File: config.mk
export PLATFORM = sky130hd
export DESIGN_NAME = sequencer_datapath
export DESIGN_NICKNAME = d
export VERILOG_FILES = /design/src/rtl/sequencer_datapath.sv
export SDC_FILE = /design/constraint.sdc
export NUM_CORES = 1
export LEC_CHECK = 0
export ABC_CLOCK_PERIOD_IN_PS = 8640
export BUFFER_PORTS_ARGS = -buffer_cell sky130_fd_sc_hd__buf_2
export CAP_MARGIN = 10
export CORE_ASPECT_RATIO = 0.9
export CORE_MARGIN = 1.5
export CORE_UTILIZATION = 38
export CTS_CLUSTER_SIZE = 20
export DETAILED_ROUTE_END_ITERATION = 8
export GPL_ROUTABILITY_DRIVEN = 0
export PLACE_DENSITY = 0.59
export SLEW_MARGIN = 20
export SYNTH_ARGS = -nofsm -noshare
export SYNTH_HDL_FRONTEND = slang
export SYNTH_SLANG_ARGS = --single-unit
export TNS_END_PERCENT = 1
File: constraint.sdc
create_clock -name clk -period 8.64 [get_ports clk]
set_clock_uncertainty 0.15 [all_clocks]
set_input_delay 0.864 -clock clk [delete_from_list [all_inputs] [get_ports clk]]
set_output_delay 0.864 -clock clk [all_outputs]
set_load 0.005 [all_outputs]
File: src/rtl/sequencer_datapath.sv
// Drum-sequencer datapath: four 8-step patterns, a BPM register, a
// phase-accumulator step tick, and per-step instrument trigger pulses.
//
// Ports:
//   clk        system clock
//   reset      synchronous, active-low reset
//   data_in    pattern bits (bit0 = step 1) or BPM value
//   ld_ins1..4 load data_in into pattern 1..4
//   ld_bpm     load data_in into BPM (0 is stored as 1, flags bpm_err)
//   play       playback enable for the step generator
//   timing     current step from control (0 idle, 1..8 step)
//   step_tick  one-clk pulse per eighth-note step
//   trig       one-clk trigger per instrument (trig[i-1] = instrument i)
//   step_led   one-hot current step, 0 outside 1..8
//   bpm_err    sticky flag: last BPM load attempted 0
module sequencer_datapath #(
  parameter int unsigned CLK_HZ  = 50_000_000,
  parameter int unsigned ACC_W   = 32,
  parameter int unsigned BPM_RST = 120
) (
  input  logic       clk,
  input  logic       reset,
  input  logic [7:0] data_in,
  input  logic       ld_ins1,
  input  logic       ld_ins2,
  input  logic       ld_ins3,
  input  logic       ld_ins4,
  input  logic       ld_bpm,
  input  logic       play,
  input  logic [3:0] timing,
  output logic       step_tick,
  output logic [3:0] trig,
  output logic [7:0] step_led,
  output logic       bpm_err
);

  localparam logic [63:0] THRESH_L =
    64'(CLK_HZ) * 64'd60;
  localparam logic [ACC_W-1:0] THRESH =
    ACC_W'(THRESH_L);
  localparam logic [7:0] BPM_INIT = 8'(BPM_RST);

  logic [3:0][7:0]   pat;
  logic [7:0]        bpm;
  logic [ACC_W-1:0]  acc;
  logic [ACC_W-1:0]  inc;
  logic [ACC_W-1:0]  sum;
  logic [3:0]        timing_q;
  logic              in_range;
  logic              evt;
  logic [2:0]        idx;
  logic [3:0]        hit;
  logic [7:0]        onehot;

  // Increment is 2*bpm so that THRESH = CLK_HZ*60 yields
  // eighth notes (two steps per beat) with no rounding drift.
  assign inc = {{(ACC_W-9){1'b0}}, bpm, 1'b0};
  assign sum = acc + inc;

  assign in_range = (timing != 4'd0) && (timing <= 4'd8);
  assign evt      = in_range && (timing != timing_q);
  assign idx      = 3'(timing - 4'd1);
  assign onehot   = 8'd1 << idx;

  always_comb begin
    hit = 4'd0;
    for (int i = 0; i < 4; i++) begin
      hit[i] = pat[i][idx];
    end
  end

  // Pattern and BPM registers
  always_ff @(posedge clk) begin
    if (!reset) begin
      pat     <= '0;
      bpm     <= BPM_INIT;
      bpm_err <= 1'b0;
    end else begin
      if (ld_ins1) pat[0] <= data_in;
      if (ld_ins2) pat[1] <= data_in;
      if (ld_ins3) pat[2] <= data_in;
      if (ld_ins4) pat[3] <= data_in;
      if (ld_bpm) begin
        if (data_in == 8'd0) begin
          bpm     <= 8'd1;
          bpm_err <= 1'b1;
        end else begin
          bpm     <= data_in;
          bpm_err <= 1'b0;
        end
      end
    end
  end

  // Step generator: acc keeps the remainder past THRESH,
  // so the long-run period is exact.
  always_ff @(posedge clk) begin
    if (!reset) begin
      acc       <= '0;
      step_tick <= 1'b0;
    end else if (!play) begin
      acc       <= '0;
      step_tick <= 1'b0;
    end else if (sum >= THRESH) begin
      acc       <= sum - THRESH;
      step_tick <= 1'b1;
    end else begin
      acc       <= sum;
      step_tick <= 1'b0;
    end
  end

  // Trigger and LED path
  always_ff @(posedge clk) begin
    if (!reset) begin
      timing_q <= 4'd0;
      trig     <= 4'd0;
      step_led <= 8'd0;
    end else begin
      timing_q <= timing;
      trig     <= evt ? hit : 4'd0;
      step_led <= in_range ? onehot : 8'd0;
    end
  end

endmodule

Yosys cells after proc, flatten, opt, wreduce, memory -nomap -nowiden
Index checks and enable logic that the tools add are counted.
- register bits: 90
- bits in latches: 0
- memory bits (writable): 0
- ROM bits: 0
- input bits: 20
- output and inout port bits: 14
- word-level logic and storage cells: 38
- memories: 0
- add/subtract/negate cells: 3
- multipliers: 0
- div/mod/pow operators: 0
- magnitude comparators: 3
- equality and inequality tests: 1
- shift-type cells: 1
- mux-type cells: 12
- bitwise logic cells: 0
- reduce and logical (&&, ||, !) cells: 7
- operators by type and width (kind ; count):
    adder 32 x 9 -> 32 bit ; 1
    >= comparator 32 bit, second input constant ; 1
    2-to-1 mux 32 bit ; 1
    subtractor 32 bit, second input constant ; 1
    binary-select mux 1 bit (select 3 bit) ; 4
    logical NOT 8 bit ; 1
    2-to-1 mux 8 bit ; 1
    << shifter 1 x 3 -> 8 bit, first input constant ; 1
    2-to-1 mux 1 bit ; 6
    AND reduction 2 bit ; 3
    less-or-equal comparator 4 bit, second input constant ; 1
    less-than comparator 3 x 4 -> 1 bit, second input constant ; 1
    inequality test 4 bit ; 1
    nonzero test 4 bit ; 1
    subtractor 3 x 1 -> 3 bit, second input constant ; 1
    logical AND 1 bit ; 2

Longest topological paths before layout
Gate-level depths: netlist of the first run.
- depth after elaboration: 4
- depth in mapped cells: 16

Worst setup path after synthesis of the first run
Ideal clock, no wire load.
- kind: reg-to-reg
- from: register bpm[0]
- to: register acc[19]
- arrival time: 3.523 ns
- data required time: 8.362 ns
- path slack: 4.839 ns
- cell stages (with the launch flop): 14
- path through: dfxtp_1 -> ha_1 -> fa_1 -> a211oi_2 -> o211a_4 -> nor2_1 -> nand3_1 -> xor2_1 -> or4b_4 -> nor4_4 -> a211oi_2 -> nor2_1 -> mux2i_1 -> nand4_1
- longest elaborated chain between the ends: 3
- elaborated cells on any way between the ends: 4
- RTL lines (element ; RTL line ; text):
    start: declaration ; 44 ; logic [7:0] bpm;
    start signal: assignment ; 88 ; bpm <= data_in;
    adder 32 x 9 -> 32 bit (*) ; 58 ; assign sum = acc + inc;
    subtractor 32 bit or >= comparator 32 bit (tied branches) ; 105, 104 ;
    2-to-1 mux 32 bit (*) ; 104 ; end else if (sum >= THRESH) begin
    end signal: assignment ; 105 ; acc <= sum - THRESH;
    end signal: assignment ; 108 ; acc <= sum;
    end: declaration ; 45 ; logic [ACC_W-1:0] acc;
Every way passes the cells marked *; elsewhere a longest branch is shown, timed or not.
A chain may end at the register's enable or synchronous reset.

Worst setup path in the final report of the first run
- from: register bpm[0]
- to: register acc[17]
Same word-level chain as after synthesis.

==> flow_summary.toml, run 1 <==
[run_status]
outcome = "complete, no violations"

[detailed_routing]
dr.first_iter.drc_count = 207
firstDrtPassIters = 4
detail-route-antenna-nets = 0
routed_vias = 3827
drc = 0
routed_wl_um = 11100
vias_per_cell = 5.34
wl_per_cell_um = 15.5

[finish]
fin_area_um2 = 5540
antenna-diode-count = 0
area.growth.synth_to_final_pct = 12.5
fin_nets = 581
final_cells = 716
layout_commonest_cell = "sky130_fd_sc_hd__dfxtp_1"
final_layout_size_suffix_gt1_share_pct = 15.2
layout_common_cells = "sky130_fd_sc_hd__dfxtp_1 (89), sky130_fd_sc_hd__nor2_1 (51), sky130_fd_sc_hd__mux2i_1 (46)"

[die]
core-area_um2 = 12700
die_area_um2 = 13600
initial_core_util_pct = 38.8
die_h_um = 111
top_level_ports = 34
rows = 39
die_width_um = 123

[run]
maxCapViolations = 0

[pwr]
power_leakage_nw = 2.19
ir_drop_mv = 0.0989
post-layout-total-power_mw = 0.968
power_density_nw_per_um2 = 175

[yosys]
ys_seq_area_share_pct = 36.2
yosys_most_used_dff = "sky130_fd_sc_hd__dfxtp_1"
postSynthCellCount = 524
synth_cell_type_count = 59
synthesis.area_um2 = 4920
asyncSetResetFlopFracSynth_pct = 0
edff_count_synth = 0
yosys.area.top_type = "sky130_fd_sc_hd__dfxtp_1"
yosys.area.top_type_share_pct = 36.2
avgSynthCellArea_um2 = 9.39
synth.yosys.warnings = 0
synthTopCellsByArea = "sky130_fd_sc_hd__dfxtp_1 (36%), sky130_fd_sc_hd__mux2i_1 (9.4%), sky130_fd_sc_hd__xnor2_1 (6.0%)"
yosys_register_bits = 89
synthesized_net_count = 558

[clocking]
ctsHoldBuffers = 0
cts_inserted_buffers = 9
clockRootBuffer = "sky130_fd_sc_hd__clkbuf_16"
resized_cells_post_cts = 0
worst_skew_pair.late_latency_ns = 0.35
clock_tree_buffer_depth = 2
tritoncts = "done"
cts.repair_timing.setup_buffer_count = 0
cts_max_level = 3
clk_transition_reported_paths_ns = 0.07
cts.sinks = 89

[global_routing]
grt.total_usage_pct = 17.1
grt_first_pass_wirelength_um = 18400
antenna_violations_before_repair = 0
maximum_number_of_pins_on_one_net_before_global_route_repair = 53
first_global_vias = 3735
gr-total-overflow = 0

[sta]
period_share_pct = 51.6
post-route-min-period_ns = 4.46
timing.setup.tns_ns = 0
finalMaxSlewViolations = 0
slew_headroom_pct = 26.3
worst-slew-pin-transition_ns = 1.10
final_hold_vios = 0
setup_repair_after_global_routing_missed_its_margin = "false"
worst_hold_slack_ns = 0.346
fmax_ghz = 0.224
report.final.setup_viol = 0

[critical_path]
timing.critical_path.arrival_ns = 4.50
worstSetupPathType = "register to register"
critical_path.max_fanout = 12
worst_setup_path_end_kind = "register"
timing.critical_path.required_ns = 8.69
timing.critical_path.from_type = "register"

[min_path]
min_path_type = "register to register"

[place]
place_hpwl_um = 8030
port_buffers = 33
place_area_um2 = 5210
placed_cells = 700
stage by stage:
step / worst slack (ns) / utilization (%)
3_3_place_gp: 4.29 / 41.1
6_report: 4.18 / 43.6
2_1_floorplan: 4.84 / -
5_1_grt: 3.88 / 43.6
4_1_cts: 4.17 / 43.6
3_5_place_dp: 4.19 / 41.1
Yosys cell counts (all sizes together) (2+ instances only):
master and number:
ha 13, nand2b 2, and3 9, xnor2 34, nor3 12, mux2i 46
o21ai 18, nand2 18, or4 3, o32ai 2, xor2 17, a211oi 10
a21oi 13, nand3 20, nand4b 3, clkbuf 18, nand4 11, nor3b 3
dfxtp 89, nor2b 37, o211ai 9, inv 12, or3 3, o2111ai 3
and4 2, and2 21, nor2 51, nor4 6, or2 5, buf 4
a31oi 3, a211o 2, a21o 5, mux4 8
critical path, stage by stage, from the launching register on:
cell	delay, ns
sky130_fd_sc_hd__dfxtp_1	0.31
sky130_fd_sc_hd__ha_1	0.23
sky130_fd_sc_hd__fa_1	0.44
sky130_fd_sc_hd__a211oi_2	0.37
sky130_fd_sc_hd__o211a_4	0.29
sky130_fd_sc_hd__nor2_1	0.10
sky130_fd_sc_hd__nand3_1	0.11
sky130_fd_sc_hd__xor2_1	0.45
sky130_fd_sc_hd__or4b_4	0.56
sky130_fd_sc_hd__nor4_4	0.38
sky130_fd_sc_hd__a211o_1	0.44
sky130_fd_sc_hd__nand4_1	0.17
sky130_fd_sc_hd__xnor2_1	0.24
sky130_fd_sc_hd__nor2_1	0.06
final cells by class:
class	count	area (um^2)
clock buffer	9	225
clock inverter	7	97.6
fill	1240	7150
inverter	12	45.0
multi-input combinational	401	3010
sequential	89	1780
tap	164	205
timing repair buffer	34	173
worst paths after layout:
check	slack, ns	end	cells after the start	from
min reg2reg	0.35	bpm_err$_SDFFE_PN0P_	2	bpm_err$_SDFFE_PN0P_
max reg2reg	4.18	acc[17]$_SDFF_PN0_	13	bpm[0]$_SDFFE_PN0P_
max	4.18	acc[17]$_SDFF_PN0_	13	bpm[0]$_SDFFE_PN0P_
min	0.35	bpm_err$_SDFFE_PN0P_	2	bpm_err$_SDFFE_PN0P_
sequential cells by signal, indices dropped and copies added, names as in the netlist:
| register | flops |
|---|---|
| acc | 31 |
| bpm | 8 |
| bpm_err | 1 |
| pat | 32 |
| step_led | 8 |
| step_tick | 1 |
| timing_q | 4 |
| trig | 4 |
where the power goes:
part	switching, mW	internal, mW	total, mW	leakage, nW
clock	0.185	0.234	0.419	0.158
sequential	0.00789	0.427	0.435	0.728
combinational	0.0645	0.0503	0.115	1.31
total	0.257	0.711	0.968	2.19
cell families (layout without fill, tap and decap cells):
logic type,count (synthesis),count (layout),share of synthesized area [%]
AO/OA/AOI/OAI,73,73,11.0
XOR/XNOR,51,51,9.07
adder cells (fa/ha/maj),14,14,3.71
buffers and inverters,34,62,2.69
flip-flops,89,89,36.2
multiplexers,55,55,13.2
AND/OR/NAND/NOR,208,208,24.0
metal layers:
layer | part of all wire, % | wire [um] | global-route usage [%] | vias up
li1 | - | - | - | 1911
met5 | 0 | 0 | 0 | -
met2 | 43 | 4810 | 25.9 | 87
met1 | 50 | 5560 | 24.0 | 1817
met3 | 5.2 | 578 | 3.76 | 12
met4 | 1.3 | 144 | 5.52 | 0
Note: power is estimated with default switching activity, not from simulation.
==> run 2, diff against run 1 <==
--- a/config.mk
+++ b/config.mk
@@ -5,7 +5,7 @@
 export SDC_FILE = /design/constraint.sdc
 export NUM_CORES = 1
 export LEC_CHECK = 0
-export ABC_CLOCK_PERIOD_IN_PS = 8640
+export ABC_CLOCK_PERIOD_IN_PS = 4500
 export BUFFER_PORTS_ARGS = -buffer_cell sky130_fd_sc_hd__buf_2
 export CAP_MARGIN = 10
 export CORE_ASPECT_RATIO = 0.9
==> constraint.sdc (replaced) <==
create_clock -name clk -period 4.5 [get_ports clk]
set_clock_uncertainty 0.15 [all_clocks]
set_input_delay 0.45 -clock clk [delete_from_list [all_inputs] [get_ports clk]]
set_output_delay 0.45 -clock clk [all_outputs]
set_load 0.005 [all_outputs]
==> run 2 against run 1 <==
Hold slack lost 0.11 ns. Sequential share of layout area fell by 0.42 points. Clock power grew 93%. Wire length up 3.6%. Via count up 1.8%. Sequential power up 92%. Die area unchanged. Core utilization is 0.57 points higher. Critical path depth is the same. Critical endpoint is now acc[10]$_SDFF_PN0_.
==> flow_summary.toml, run 2 (synthesized netlist as in run 1, its figures left out) <==
[die]
die_h_um = 111
rows = 39
top_level_ports = 34
core-area_um2 = 12700
initial_core_util_pct = 38.8
die_area_um2 = 13600
die_width_um = 123

[sta]
finalMaxSlewViolations = 0
timing.setup.tns_ns = 0
report.final.setup_viol = 0
worst-slew-pin-transition_ns = 0.675
slew_headroom_pct = 54.8
fmax_ghz = 0.235
period_share_pct = 94.6
final_hold_vios = 0
setup_repair_after_global_routing_missed_its_margin = "false"
post-route-min-period_ns = 4.26

[finish]
area.growth.synth_to_final_pct = 13.9
regMostFlops = "pat"
layout_common_cells = "sky130_fd_sc_hd__dfxtp_1 (89), sky130_fd_sc_hd__nor2_1 (51), sky130_fd_sc_hd__mux2i_1 (46)"
biggestRegsByFlops = "pat: 32 flops, acc: 31 flops"
layout_commonest_cell = "sky130_fd_sc_hd__dfxtp_1"
fin_area_um2 = 5610
largest_register_ff_count = 32
final.fill_count = 1236
final_layout_size_suffix_gt1_share_pct = 16.7
area.sequential_um2 = 1780
fin_nets = 591
multi_input_comb_area_um2 = 3010
antenna-diode-count = 0

[place]
place_hpwl_um = 8220
port_buffers = 33
place_area_um2 = 5290

[critical_path]
timing.critical_path.cells = "ha_1 -> fa_1 -> a211oi_2 -> o211a_4 -> nor4_1 -> xnor2_1 -> nand3_2 -> or4b_4 -> nor4_4 -> a211o_1 -> nand2_1 -> mux2i_1 -> nor2_1"
crit_buf_inv = 0
timing.critical_path.arrival_ns = 4.34
worstSetupPathType = "register to register"
critical_path.max_fanout = 12
timing.critical_path.from_type = "register"
cpPeakStageDelay_ns = 0.58
timing.critical_path.slowest_stage_cell = "sky130_fd_sc_hd__or4b_4"
worst_setup_path_end_kind = "register"
timing.critical_path.required_ns = 4.59
critical-path-top-delay-family = "simple AND/OR/NAND/NOR gates"

[detailed_routing]
detail-route-antenna-nets = 0
vias_per_cell = 5.37
wl_per_cell_um = 15.8
firstDrtPassIters = 5
routed_wl_um = 11500
routed_vias = 3895
dr.first_iter.drc_count = 283
drc = 0

[clocking]
cts.repair_timing.setup_buffer_count = 0
ctsHoldBuffers = 0
tritoncts = "done"
cts.sinks = 89
worst_skew_pair.late_latency_ns = 0.36
cts_inserted_buffers = 9
cts_max_level = 3
clockRootBuffer = "sky130_fd_sc_hd__clkbuf_16"
clk_transition_reported_paths_ns = 0.07
clock_tree_buffer_depth = 2
resized_cells_post_cts = 0

[global_routing]
gr-total-overflow = 0
grt.total_usage_pct = 18.2
first_global_vias = 3805
antenna_violations_before_repair = 0
grt_first_pass_wirelength_um = 19300
maximum_number_of_pins_on_one_net_before_global_route_repair = 53

[run_status]
outcome = "complete, no violations"

[min_path]
min_path_type = "input pin to register"

[run]
maxCapViolations = 0

[pwr]
power_density_nw_per_um2 = 333
ir_drop_mv = 0.168
power_leakage_nw = 2.24
## run 2: per-layer routing
metal / vias up / wire [um] / global-route usage, %
li1: 1926 / - / -
met1: 1871 / 5660 / 25.8
met2: 88 / 5070 / 26.8
met3: 10 / 616 / 5.25
met4: 0 / 138 / 5.21
met5: - / 0 / 0
## run 2: worst paths after layout
kind	startpoint	slack [ns]	endpoint	cells after the start
min reg2reg	bpm[6]$_SDFFE_PN1P_	0.34	bpm[6]$_SDFFE_PN1P_	2
max reg2reg	bpm[0]$_SDFFE_PN0P_	0.24	acc[10]$_SDFF_PN0_	13
max	bpm[0]$_SDFFE_PN0P_	0.24	acc[10]$_SDFF_PN0_	13
min	timing[2]	0.24	timing_q[2]$_SDFF_PN0_	2
## run 2: metrics by stage
step | std cells | hold WS [ns] | setup slack [ns] | utilization (%) | power, mW
floorplan | 524 | 0.299 | 0.699 | - | 1.01
global placement | 710 | 0.315 | 0.346 | 41.7 | 1.07
detailed placement | 710 | 0.323 | 0.271 | 41.7 | 1.08
CTS | 726 | 0.229 | 0.255 | 44.2 | 1.89
global route | 726 | 0.237 | 0.0150 | 44.2 | 1.94
finish | 726 | 0.236 | 0.244 | 44.2 | 1.87
## run 2: worst register-to-register path: stages (launching register included)
cell and delay, ns:
sky130_fd_sc_hd__dfxtp_1 0.31, sky130_fd_sc_hd__ha_1 0.23, sky130_fd_sc_hd__fa_1 0.44, sky130_fd_sc_hd__a211oi_2 0.38
sky130_fd_sc_hd__o211a_4 0.27, sky130_fd_sc_hd__nor4_1 0.08, sky130_fd_sc_hd__xnor2_1 0.29, sky130_fd_sc_hd__nand3_2 0.15
sky130_fd_sc_hd__or4b_4 0.58, sky130_fd_sc_hd__nor4_4 0.35, sky130_fd_sc_hd__a211o_1 0.46, sky130_fd_sc_hd__nand2_1 0.21
sky130_fd_sc_hd__mux2i_1 0.18, sky130_fd_sc_hd__nor2_1 0.05
## run 2: layout make-up
class | instances | area share, %
multi-input cells | 401 | 53.6
flip-flops and latches | 89 | 31.8
repair buffers | 44 | 4.42
clock buffers | 9 | 4.02
well taps | 164 | 3.66
clock inverters | 7 | 1.70
inverters | 12 | 0.803
## run 2: where the power goes
part	internal (mW)	leakage, nW	switching [mW]	total (mW)
registers	0.820	0.728	0.0157	0.836
logic	0.0989	1.35	0.123	0.222
clock network	0.448	0.157	0.359	0.807
==> run 3, diff against run 2 <==
--- a/config.mk
+++ b/config.mk
@@ -15,6 +15,7 @@
 export DETAILED_ROUTE_END_ITERATION = 8
 export GPL_ROUTABILITY_DRIVEN = 0
 export PLACE_DENSITY = 0.59
+export SETUP_SLACK_MARGIN = 0.3
 export SLEW_MARGIN = 20
 export SYNTH_ARGS = -nofsm -noshare
 export SYNTH_HDL_FRONTEND = slang
==> run 3 against run 2 <==
Global-route usage did not move. Critical endpoint is now acc[19]$_SDFF_PN0_. Hold slack barely moved. Sequential power barely moved. Cell area rose by 0.78%. First-iteration DRC count rose by 4.9%. Sequential share of layout area fell by 0.25 points. Non-clock buffer count rose by 2. Fmax rose by 5.8%. Final cell count rose by 0.28%. Wire length rose by 0.37%.
==> flow_summary.toml, run 3 (synthesized netlist as in run 1, its figures left out) <==
[finish]
layout_common_cells = "sky130_fd_sc_hd__dfxtp_1 (89), sky130_fd_sc_hd__nor2_1 (50), sky130_fd_sc_hd__mux2i_1 (46)"
final_layout_size_suffix_gt1_share_pct = 17.7
fin_nets = 593
layout_commonest_cell = "sky130_fd_sc_hd__dfxtp_1"
antenna-diode-count = 0
multi_input_comb_area_um2 = 3040
biggestRegsByFlops = "pat: 32 flops, acc: 31 flops"
largest_register_ff_count = 32
regMostFlops = "pat"
final.fill_count = 1237
area.sequential_um2 = 1780
area.growth.synth_to_final_pct = 14.8

[run_status]
outcome = "complete, no violations"

[global_routing]
first_global_vias = 3805
maximum_number_of_pins_on_one_net_before_global_route_repair = 53
grt.total_usage_pct = 18.2
gr-total-overflow = 0
antenna_violations_before_repair = 0
grt_first_pass_wirelength_um = 19300

[sta]
timing.setup.tns_ns = 0
fmax_ghz = 0.249
worst-slew-pin-transition_ns = 0.686
layout_setup_ws_ns = 0.479
finalMaxSlewViolations = 0
final_hold_vios = 0
setup_repair_after_global_routing_missed_its_margin = "false"
period_share_pct = 89.3
post-route-min-period_ns = 4.02
slew_headroom_pct = 54.1
worst_hold_slack_ns = 0.236
report.final.setup_viol = 0

[detailed_routing]
detail-route-antenna-nets = 0
routed_wl_um = 11500
drc = 0
routed_vias = 3902
vias_per_cell = 5.36
wl_per_cell_um = 15.8
dr.first_iter.drc_count = 297
firstDrtPassIters = 4

[die]
top_level_ports = 34
die_h_um = 111
rows = 39
initial_core_util_pct = 38.8
die_width_um = 123
die_area_um2 = 13600
core-area_um2 = 12700

[clocking]
clock_tree_buffer_depth = 2
cts_max_level = 3
cts.sinks = 89
cts_inserted_buffers = 9
ctsHoldBuffers = 0
worst_skew_pair.late_latency_ns = 0.36
clockRootBuffer = "sky130_fd_sc_hd__clkbuf_16"
tritoncts = "done"
clk_transition_reported_paths_ns = 0.07

[run]
maxCapViolations = 0

[pwr]
ir_drop_mv = 0.168
power_density_nw_per_um2 = 331
power_leakage_nw = 2.25

[critical_path]
timing.critical_path.required_ns = 4.59
worst_setup_path_end_kind = "register"
critical_path.max_fanout = 7
timing.critical_path.arrival_ns = 4.11
worstSetupPathType = "register to register"
timing.critical_path.from_type = "register"

[min_path]
min_path_type = "input pin to register"

[place]
place_hpwl_um = 8220
port_buffers = 33
dpl_worst_slack_ns = 0.271
-- run 3: critical path, cell delays in order (launching register included) --
cell	delay, ns
sky130_fd_sc_hd__dfxtp_1	0.31
sky130_fd_sc_hd__ha_1	0.23
sky130_fd_sc_hd__fa_2	0.39
sky130_fd_sc_hd__a211oi_4	0.29
sky130_fd_sc_hd__o211a_4	0.26
sky130_fd_sc_hd__nor4_1	0.08
sky130_fd_sc_hd__xnor2_1	0.31
sky130_fd_sc_hd__nand3_2	0.15
sky130_fd_sc_hd__or4b_4	0.58
sky130_fd_sc_hd__nor4_4	0.39
sky130_fd_sc_hd__a211oi_2	0.09
sky130_fd_sc_hd__buf_4	0.19
sky130_fd_sc_hd__nor2_2	0.17
sky130_fd_sc_hd__mux2i_1	0.21
sky130_fd_sc_hd__nand4_1	0.10
-- run 3: repair_timing --
item                       4_1_cts  5_1_grt
setup buffers                    0        2
pin swaps                        0        3
gates resized for setup          1        5
setup endpoints to repair        5       18
hold endpoints to repair         0        0
-- run 3: power breakdown --
part / leakage (nW) / switching, mW / internal, mW
sequential: 0.728 / 0.0158 / 0.820
clock: 0.157 / 0.362 / 0.448
combinational: 1.37 / 0.124 / 0.100
-- run 3: layer usage --
metal  up-vias  GRT usage [%]  wire, um
met5         -              0         0
li1       1927              -         -
met3        10           5.25       608
met1      1873           25.8      5720
met2        92           26.8      5060
met4         0           5.21       136
-- run 3: final timing paths --
| kind | to | cells after the start | startpoint | slack, ns |
|---|---|---|---|---|
| hold reg to reg | bpm[6]$_SDFFE_PN1P_ | 2 | bpm[6]$_SDFFE_PN1P_ | 0.34 |
| setup / recovery | acc[19]$_SDFF_PN0_ | 14 | bpm[0]$_SDFFE_PN0P_ | 0.48 |
| hold / removal | timing_q[2]$_SDFF_PN0_ | 2 | timing[2] | 0.24 |
| setup reg to reg | acc[19]$_SDFF_PN0_ | 14 | bpm[0]$_SDFFE_PN0P_ | 0.48 |
-- run 3: layout make-up --
class / instances / area share [%]
Multi-Input combinational cell: 401 / 53.7
Sequential cell: 89 / 31.5
Tap cell: 164 / 3.63
Inverter: 12 / 0.797
Timing Repair Buffer: 46 / 4.65
Clock buffer: 9 / 3.98
Clock inverter: 7 / 1.68
-- run 3: metrics by stage --
stage | power, mW | instances | instance area [um^2] | utilization [%]
floorplan | 1.01 | 524 | 4920 | -
global placement | 1.07 | 710 | 5290 | 41.7
detailed placement | 1.08 | 710 | 5290 | 41.7
CTS | 1.89 | 726 | 5610 | 44.2
global route | 1.95 | 728 | 5650 | 44.5
finish | 1.87 | 728 | 5650 | 44.5
